===== config.mk =====
export PLATFORM = sky130hd
export DESIGN_NAME = axi_slave_mem
export DESIGN_NICKNAME = d
export VERILOG_FILES = /design/src/rtl/axi_slave_mem.sv
export SDC_FILE = /design/constraint.sdc
export NUM_CORES = 1
export LEC_CHECK = 0
export ABC_CLOCK_PERIOD_IN_PS = 3850
export BUFFER_PORTS_ARGS = -buffer_cell sky130_fd_sc_hd__buf_2
export CORE_UTILIZATION = 35
export CTS_CLUSTER_DIAMETER = 60
export DETAILED_ROUTE_END_ITERATION = 10
export SETUP_SLACK_MARGIN = 0.4
export SLEW_MARGIN = 10
export SYNTH_ARGS = -nofsm -noshare
export SYNTH_HDL_FRONTEND = slang
export SYNTH_SLANG_ARGS = --single-unit

===== constraint.sdc =====
create_clock -name aclk -period 3.85 [get_ports aclk]
set_clock_uncertainty 0.05 [all_clocks]
set_input_delay 0.77 -clock aclk [delete_from_list [all_inputs] [get_ports aclk]]
set_output_delay 0.77 -clock aclk [all_outputs]
set_load 0.01 [all_outputs]

===== src/rtl/axi_slave_mem.sv =====
// AXI4 slave word memory acting as a burst target for an AXI master.
// Serves one read or one write burst at a time (INCR or FIXED) and writes with byte strobes.
// It returns SLVERR for an out-of-range address, a beat size other than 4 bytes, a WRAP or
// reserved burst type, or a write whose wlast does not match awlen.
//
// Ports:
//   aclk, areset_n                           clock, async active-low reset
//   araddr/arlen/arsize/arburst/arvalid/arready   read address channel
//   rdata/rresp/rlast/rvalid/rready               read data channel
//   awaddr/awlen/awsize/awburst/awvalid/awready   write address channel
//   wdata/wstrb/wlast/wvalid/wready               write data channel
//   bresp/bvalid/bready                           write response channel
module axi_slave_mem #(
  parameter int unsigned ADDR_W = 32,
  parameter int unsigned DATA_W = 32,
  parameter int unsigned DEPTH  = 16
) (
  input  logic                aclk,
  input  logic                areset_n,
  input  logic [ADDR_W-1:0]   araddr,
  input  logic [7:0]          arlen,
  input  logic [2:0]          arsize,
  input  logic [1:0]          arburst,
  input  logic                arvalid,
  output logic                arready,
  output logic [DATA_W-1:0]   rdata,
  output logic [1:0]          rresp,
  output logic                rlast,
  output logic                rvalid,
  input  logic                rready,
  input  logic [ADDR_W-1:0]   awaddr,
  input  logic [7:0]          awlen,
  input  logic [2:0]          awsize,
  input  logic [1:0]          awburst,
  input  logic                awvalid,
  output logic                awready,
  input  logic [DATA_W-1:0]   wdata,
  input  logic [DATA_W/8-1:0] wstrb,
  input  logic                wlast,
  input  logic                wvalid,
  output logic                wready,
  output logic [1:0]          bresp,
  output logic                bvalid,
  input  logic                bready
);

  localparam int unsigned IdxW  = $clog2(DEPTH);
  localparam int unsigned StrbW = DATA_W / 8;
  localparam logic [ADDR_W-1:0] MemBytes = ADDR_W'(DEPTH * 4);
  localparam logic [1:0] RespOkay   = 2'b00;
  localparam logic [1:0] RespSlvErr = 2'b10;

  typedef enum logic [1:0] {StIdle, StRdata, StWdata, StWresp} state_e;

  state_e            state_q, state_d;
  logic [IdxW-1:0]   idx_q, idx_d;
  logic [7:0]        len_q, len_d;
  logic [7:0]        cnt_q, cnt_d;
  logic              fixed_q, fixed_d;
  logic              err_q, err_d;
  logic              over_q, over_d;
  logic [DATA_W-1:0] rdata_q, rdata_d;
  logic              rlast_q, rlast_d;
  logic [1:0]        bresp_q, bresp_d;
  logic [DATA_W-1:0] mem_q [DEPTH];
  logic              mem_we;

  logic              ar_hs, aw_hs, r_hs, w_hs;
  logic [ADDR_W-1:0] a_addr;
  logic [2:0]        a_size;
  logic [1:0]        a_burst;
  logic              a_err;
  logic [IdxW-1:0]   a_idx;
  logic [IdxW-1:0]   idx_nxt;

  // Ready is forced low while reset is held so every output reads 0 during reset.
  assign arready = areset_n && (state_q == StIdle);
  assign awready = areset_n && (state_q == StIdle) && !arvalid;
  assign wready  = (state_q == StWdata);
  assign rvalid  = (state_q == StRdata);
  assign bvalid  = (state_q == StWresp);
  assign rdata   = rdata_q;
  assign rlast   = rvalid && rlast_q;
  assign rresp   = (rvalid && err_q) ? RespSlvErr : RespOkay;
  assign bresp   = bvalid ? bresp_q : RespOkay;

  assign ar_hs = arvalid && arready;
  assign aw_hs = awvalid && awready;
  assign r_hs  = rvalid && rready;
  assign w_hs  = wvalid && wready;

  // Read has priority, so the shared latch path takes the AR fields whenever AR handshakes.
  assign a_addr  = ar_hs ? araddr  : awaddr;
  assign a_size  = ar_hs ? arsize  : awsize;
  assign a_burst = ar_hs ? arburst : awburst;
  assign a_err   = (a_addr >= MemBytes) || (a_size != 3'b010) || a_burst[1];
  assign a_idx   = a_addr[IdxW+1:2];

  // INCR wraps naturally modulo DEPTH through the index width.
  assign idx_nxt = fixed_q ? idx_q : idx_q + 1'b1;

  always_comb begin
    state_d = state_q;
    idx_d   = idx_q;
    len_d   = len_q;
    cnt_d   = cnt_q;
    fixed_d = fixed_q;
    err_d   = err_q;
    over_d  = over_q;
    rdata_d = rdata_q;
    rlast_d = rlast_q;
    bresp_d = bresp_q;
    mem_we  = 1'b0;
    unique case (state_q)
      StIdle: begin
        if (ar_hs || aw_hs) begin
          idx_d   = a_idx;
          cnt_d   = '0;
          fixed_d = (a_burst == 2'b00);
          err_d   = a_err;
          over_d  = 1'b0;
        end
        if (ar_hs) begin
          state_d = StRdata;
          len_d   = arlen;
          rdata_d = a_err ? '0 : mem_q[a_idx];
          rlast_d = (arlen == 8'd0);
        end else if (aw_hs) begin
          state_d = StWdata;
          len_d   = awlen;
        end
      end
      StRdata: begin
        if (r_hs) begin
          if (rlast_q) begin
            state_d = StIdle;
          end else begin
            cnt_d   = cnt_q + 8'd1;
            idx_d   = idx_nxt;
            rdata_d = err_q ? '0 : mem_q[idx_nxt];
            rlast_d = ((cnt_q + 8'd1) == len_q);
          end
        end
      end
      StWdata: begin
        if (w_hs) begin
          // Beats past awlen are accepted but dropped and flagged in the response.
          mem_we = !err_q && !over_q;
          cnt_d  = cnt_q + 8'd1;
          idx_d  = idx_nxt;
          if (cnt_q == len_q) over_d = 1'b1;
          if (wlast) begin
            state_d = StWresp;
            bresp_d = (err_q || over_q || (cnt_q != len_q)) ? RespSlvErr : RespOkay;
          end
        end
      end
      StWresp: begin
        if (bready) state_d = StIdle;
      end
      default: state_d = StIdle;
    endcase
  end

  always_ff @(posedge aclk or negedge areset_n) begin
    if (!areset_n) begin
      state_q <= StIdle;
      idx_q   <= '0;
      len_q   <= '0;
      cnt_q   <= '0;
      fixed_q <= 1'b0;
      err_q   <= 1'b0;
      over_q  <= 1'b0;
      rdata_q <= '0;
      rlast_q <= 1'b0;
      bresp_q <= RespOkay;
    end else begin
      state_q <= state_d;
      idx_q   <= idx_d;
      len_q   <= len_d;
      cnt_q   <= cnt_d;
      fixed_q <= fixed_d;
      err_q   <= err_d;
      over_q  <= over_d;
      rdata_q <= rdata_d;
      rlast_q <= rlast_d;
      bresp_q <= bresp_d;
    end
  end

  always_ff @(posedge aclk or negedge areset_n) begin
    if (!areset_n) begin
      for (int i = 0; i < DEPTH; i++) mem_q[i] <= '0;
    end else if (mem_we) begin
      for (int b = 0; b < StrbW; b++) begin
        if (wstrb[b]) mem_q[idx_q][8*b +: 8] <= wdata[8*b +: 8];
      end
    end
  end

endmodule


==> results.py, run 1 <==
metrics = {
    "status": {
        "status": "completed",
    },
    "place": {
        "port-buffer-count": 169,
        "dp.cells": 4470,
        "gp_congestion": 0.853,
        "dpl_cell_area_um2": 35400,
        "dp_hpwl_mm": 69.4,
    },
    "critical_path": {
        "cpPeakStageDelay_ns": 0.73,
        "crit_buf_inv": 2,
        "cp.arrival_ns": 3.77,
        "r2r-start": "idx_q[0]$_DFFE_PN0P_",
        "critPathKind": "reg2reg",
        "critPathSlowestCell": "buf_4",
        "crit_end": "rdata[10]$_DFFE_PN0P_",
        "rrSetupSlack_ns": 0.58,
        "cp_max_fo": 52,
        "timing.rr.end": "rdata[10]$_DFFE_PN0P_",
        "cp_top_family": "compound AO/OA/AOI/OAI gates",
        "cp.depth": 7,
        "endpoint_kind": "flip-flop",
        "crit_required_ns": 4.35,
        "worstRegToRegCells": 7,
        "worstSetupStartpoint": "idx_q[0]$_DFFE_PN0P_",
        "cp_cell_sequence": "buf_4 -> a21oi_1 -> o22ai_4 -> buf_4 -> a21oi_1 -> o41ai_1 -> a31o_1",
        "start_kind": "flip-flop",
    },
    "detailed_routing": {
        "route.detailed.drc": 0,
        "drtIter0Drc": 2472,
        "wl_per_cell_um": 24.6,
        "vias": 27500,
        "antenna_left": 0,
        "routed_wirelength_mm": 113,
        "vias_per_cell": 5.99,
        "dr.pass1.iters": 6,
    },
    "pwr": {
        "power.switching_w": 0.0118,
        "p_per_area_nw_per_um2": 723,
        "combPwrFrac": 0.455,
        "power_frac_seq": 0.316,
        "sw_frac_of_total": 0.437,
        "p_leak_nw": 17.1,
        "internal-power_w": 0.0153,
        "power_frac_clock": 0.228,
        "vdd_drop_max_uv": 997,
    },
    "floorplanning": {
        "initial_core_util": 0.355,
        "die_y_um": 310,
        "core-area_um2": 93700,
        "io_pins": 176,
        "die_w_um": 310,
        "std_cell_rows": 112,
        "dieArea_um2": 96300,
    },
    "global_route": {
        "first_global_vias": 26500,
        "grt_overflow_total": 0,
        "grt_max_degree": 101,
        "grt_pass1_wl_mm": 170,
        "antenna_found_initial": 7,
        "grtUsageTotal": 0.234,
    },
    "run": {
        "cap_violations": 0,
    },
    "synthesis": {
        "seq_area_frac_synth": 0.430,
        "synth_top_cell_by_area": "dfrtp_1",
        "ys_top_cells_by_area": "dfrtp_1, mux2_2, mux2i_1",
        "synth_cell_type_count": 68,
        "ys_ff_latch": 571,
        "synth_edf_count": 0,
        "syn_area_per_cell_um2": 10.2,
        "synth_warnings": 0,
        "ys.flop_type": "dfrtp_1",
        "synthesis.area_um2": 33300,
        "yosysTopAreaCellShare": 0.430,
        "synth_cells": 3248,
        "async_reset_ff_frac": 1.00,
    },
    "sta": {
        "worst_slew_pin_slew_ns": 0.987,
        "tns_ns": 0,
        "setup_viol": 0,
        "slew_viol_final": 0,
        "min_period_over_period": 0.849,
        "hold_slack_ns": 0.416,
        "rsz0062_at_grt": "no",
        "relSlewSlack": 0.342,
        "layout_min_cycle_time_ns": 3.27,
        "hold_violations": 0,
        "timing.fmax_mhz": 306,
    },
    "finish": {
        "syn2layout_area_growth_pct": 12.7,
        "drive_above_1_share": 0.279,
        "final_nets": 3429,
        "stdcell_count": 4590,
        "layout_common_cells": "nand2_1, dfrtp_1, mux2_2",
        "finalInstanceArea_um2": 37500,
        "layout_commonest_cell": "nand2_1",
    },
    "cts": {
        "cts-buffers-inserted": 67,
        "clk_root_buffer_cell": "clkbuf_16",
        "clk_latency_ns": 0.62,
        "post_cts_buffers": 0,
        "cts_max_level": 3,
        "clk_pin_slew_ns": 0.06,
        "cts_tree": "built",
        "clockBufferDepth": 3,
        "cts.sinks": 571,
    },
    "hold_path": {
        "hp-class": "in2reg",
    },
}
==> routing by layer <==
layer,track usage,vias up,wire [µm]
met2,0.377,1247,51900
met3,0.0436,230,9940
li1,-,12200,-
met4,0.0820,8,3700
met5,0,-,55
met1,0.314,13800,47300
==> per-stage QoR <==
stage,util,total power (W),setup WS [ns]
3_3_place_gp,0.377,0.0206,0.667
6_report,0.400,0.0271,0.581
2_1_floorplan,-,0.0163,0.558
3_5_place_dp,0.377,0.0208,0.643
5_1_grt,0.400,0.0284,0.491
4_1_cts,0.400,0.0270,0.623
==> worst min-delay path, stage by stage <==
cell,delay [ns]
buf_2,0.08
mux2i_1,0.05
o21ai_0,0.13
==> flip-flops by register name (all words and copies together), names as in the netlist <==
name	count
err_q	1
idx_q	4
len_q	8
mem_q	512
over_q	1
state_q	2
bresp_q	1
fixed_q	1
rdata	32
rlast_q	1
cnt_q	8
==> worst min-delay path by stage <==
stage / cells past startpoint / slack [ns] / startpoint / end
global placement: 2 / 0.44 / len_q[3]$_DFFE_PN0P_ / len_q[3]$_DFFE_PN0P_
floorplan: 0 / 0.42 / areset_n / bresp_q[1]$_DFFE_PN0P_
finish: 3 / 0.42 / awlen[4] / len_q[4]$_DFFE_PN0P_
global route: 3 / 0.45 / awlen[2] / len_q[2]$_DFFE_PN0P_
detailed placement: 2 / 0.45 / len_q[3]$_DFFE_PN0P_ / len_q[3]$_DFFE_PN0P_
CTS: 3 / 0.40 / awlen[4] / len_q[4]$_DFFE_PN0P_
==> cells in the mapped netlist (31+ instances only) <==
library cell,count
nand2_1,585
dfrtp_1,571
mux2_2,514
mux2i_1,234
nand3_1,166
clkbuf_1,147
a22oi_1,130
a221oi_1,127
buf_2,90
a21oi_1,78
nor2_1,75
and3_1,68
o21ai_0,58
o32ai_1,32
a32oi_1,31
nand3_2,31
o41ai_1,31
==> cells by family after synthesis <==
| group | count (synthesis) | synth area share |
|---|---|---|
| muxes | 751 | 0.246 |
| adders and majority gates | 9 | 0.00339 |
| buffers and inverters | 294 | 0.0405 |
| xor gates and xnor gates | 15 | 0.00440 |
| AOI/OAI and AO/OA | 591 | 0.136 |
| DFF | 571 | 0.430 |
| and+or+nand+nor | 1016 | 0.140 |
| other | 1 | 0.000113 |
==> power groups by stage <==
stage | logic [W] | clock network [W] | registers [W]
final | 0.0123 | 0.00619 | 0.00858
after global placement | 0.0120 | 0 | 0.00860
after CTS | 0.0121 | 0.00632 | 0.00855
after detailed placement | 0.0121 | 0 | 0.00865
after floorplan | 0.00809 | 0 | 0.00824
after global routing | 0.0131 | 0.00656 | 0.00878
==> what timing repair did <==
| action | CTS | global route |
|---|---|---|
| gates resized for setup | 0 | 1 |
| hold buffers | 1 | 0 |
| endpoints found under the setup margin | 0 | 1 |
| endpoints found under the hold margin | 5 | 0 |
==> cell type report <==
cell class	instances	area, µm²
fill	9154	56300
sequential	571	14300
inverter	12	47.5
timing repair buffer	250	1690
clock buffer	92	1920
antenna	2	5.00
tap	1254	1570
clock inverter	25	195
multi-input combinational	2384	17800
Note: power is estimated with default switching activity, not from simulation.
==> inputs of run 2 (changes only) <==
--- a/config.mk
+++ b/config.mk
@@ -5,7 +5,7 @@
 export SDC_FILE = /design/constraint.sdc
 export NUM_CORES = 1
 export LEC_CHECK = 0
-export ABC_CLOCK_PERIOD_IN_PS = 3850
+export ABC_CLOCK_PERIOD_IN_PS = 3350
 export BUFFER_PORTS_ARGS = -buffer_cell sky130_fd_sc_hd__buf_2
 export CORE_UTILIZATION = 35
 export CTS_CLUSTER_DIAMETER = 60
==> constraint.sdc (replaced) <==
create_clock -name aclk -period 3.35 [get_ports aclk]
set_clock_uncertainty 0.05 [all_clocks]
set_input_delay 0.67 -clock aclk [delete_from_list [all_inputs] [get_ports aclk]]
set_output_delay 0.67 -clock aclk [all_outputs]
set_load 0.01 [all_outputs]
==> results.py, run 2 (synthesized netlist as in run 1, its figures left out) <==
metrics = {
    "floorplanning": {
        "die_y_um": 310,
        "die_w_um": 310,
        "io_pins": 176,
        "dieArea_um2": 96300,
        "core-area_um2": 93700,
        "initial_core_util": 0.355,
        "std_cell_rows": 112,
    },
    "finish": {
        "final_nets": 3457,
        "layout_common_cells": "dfrtp_1, nand2_1, mux2_2",
        "postLayoutCoreUtil": 0.406,
        "finalInstanceArea_um2": 38100,
        "layout_commonest_cell": "dfrtp_1",
        "top_register": "mem_q",
        "largest_register_ffs": 512,
        "drive_above_1_share": 0.290,
        "syn2layout_area_growth_pct": 14.5,
    },
    "pwr": {
        "p_leak_nw": 17.3,
        "p_per_area_nw_per_um2": 835,
        "vdd_drop_max_uv": 700,
    },
    "detailed_routing": {
        "dr.pass1.iters": 6,
        "vias": 27800,
        "wl_per_cell_um": 24.9,
        "vias_per_cell": 6.01,
        "route.detailed.drc": 0,
        "antenna_left": 0,
        "drtIter0Drc": 2834,
        "routed_wirelength_mm": 115,
    },
    "place": {
        "place_ws_ns": 0.294,
        "port-buffer-count": 169,
        "dp_hpwl_mm": 70.4,
        "dpl_cell_area_um2": 35600,
        "gp_congestion": 0.855,
    },
    "sta": {
        "rsz0062_at_grt": "yes",
        "min_period_over_period": 0.913,
        "tns_ns": 0,
        "layout_min_cycle_time_ns": 3.06,
        "relSlewSlack": 0.356,
        "timing.fmax_mhz": 327,
        "slew_viol_final": 0,
        "worst_slew_pin_slew_ns": 0.965,
        "hold_violations": 0,
        "finalWorstSetupSlack_ns": 0.291,
        "setup_viol": 0,
    },
    "hold_path": {
        "hp-class": "in2async",
    },
    "critical_path": {
        "critPathKind": "reg2reg",
        "worstSetupStartpoint": "state_q[0]$_DFFE_PN0P_",
        "timing.rr.end": "mem_q[83]$_DFFE_PN0P_",
        "worstRegToRegCells": 8,
        "endpoint_kind": "flip-flop",
        "rrSetupSlack_ns": 0.29,
        "cp_max_fo": 16,
        "start_kind": "flip-flop",
        "r2r-start": "state_q[0]$_DFFE_PN0P_",
        "cp.arrival_ns": 3.50,
        "crit_required_ns": 3.79,
    },
    "run": {
        "cap_violations": 0,
    },
    "cts": {
        "clk_latency_ns": 0.61,
        "clockBufferDepth": 3,
        "cts.sinks": 571,
        "clk_pin_slew_ns": 0.06,
        "cts_tree": "built",
        "clk_root_buffer_cell": "clkbuf_16",
        "cts-buffers-inserted": 67,
        "cts_max_level": 3,
    },
    "global_route": {
        "grt_pass1_wl_mm": 170,
        "grt_overflow_total": 0,
        "first_global_vias": 26600,
        "grtUsageTotal": 0.235,
        "grt_max_degree": 158,
        "antenna_found_initial": 6,
    },
    "status": {
        "status": "completed",
    },
}
-- run 2: cell types whose count changed in the layout (fill, tap and decap cells not counted), sizes merged, moves of 2 or more --
| cell | delta |
|---|---|
| inv | -2 |
| diode | +2 |
| clkinv | -16 |
| clkbuf | +23 |
| clkinvlp | +3 |
| buf | +24 |
-- run 2: worst max-delay path by stage --
stage                     depth (start not counted)                endpoint  slack (ns)
after global placement                            9   rdata[13]$_DFFE_PN0P_        0.32
after floorplan                                  14   rdata[10]$_DFFE_PN0P_        0.40
final                                             8   mem_q[83]$_DFFE_PN0P_        0.29
after global routing                              8  mem_q[327]$_DFFE_PN0P_        0.14
after CTS                                         8  mem_q[478]$_DFFE_PN0P_        0.38
after detailed placement                          9   rdata[12]$_DFFE_PN0P_        0.29
-- run 2: per-layer routing --
metal | wire [µm] | vias up | GRT usage
met2 | 52600 | 1353 | 0.376
li1 | - | 12200 | -
met4 | 4210 | 6 | 0.0839
met3 | 9810 | 270 | 0.0418
met1 | 48700 | 14000 | 0.318
met5 | 43 | - | 0
-- run 2: through the flow --
stage	power [W]	instances	hold WS, ns
finish	0.0318	4625	0.131
global route	0.0333	4622	0.124
CTS	0.0315	4611	0.0938
detailed placement	0.0240	4486	0.453
global placement	0.0238	4486	0.443
floorplan	0.0188	3249	0.324
-- run 2: layout make-up --
cell class	count	area [µm²]
clock buffers	112	2110
multi-input cells	2385	17900
fillers	9057	55700
well taps	1254	1570
clock inverters	10	90.1
diodes	4	10.0
repair buffers	277	2120
inverters	12	47.5
flip-flops and latches	571	14300
-- run 2: worst max-delay path, stage by stage, from the launching register on --
cell and delay (ns):
dfrtp_1 0.39, inv_1 0.11, ha_1 0.31, nand2_1 0.11, nor3_1 0.16, buf_4 0.21, and2_1 0.45, nand2_1 0.65
mux2_2 0.49
-- run 2: what timing repair did --
| item | 4_1_cts | 5_1_grt |
|---|---|---|
| hold endpoints to repair | 6 | 0 |
| hold buffers | 1 | 0 |
| endpoints found under the setup margin | 31 | 499 |
| cloned | 0 | 4 |
| resized for setup | 0 | 33 |
| buffers inserted | 2 | 6 |
-- run 2: report_power, final --
group / internal [W] / switching, W / total [W]
Clock: 0.00437 / 0.00298 / 0.00735
Sequential: 0.00841 / 0.00140 / 0.00981
Combinational: 0.00529 / 0.00938 / 0.0147
Total: 0.0181 / 0.0138 / 0.0318
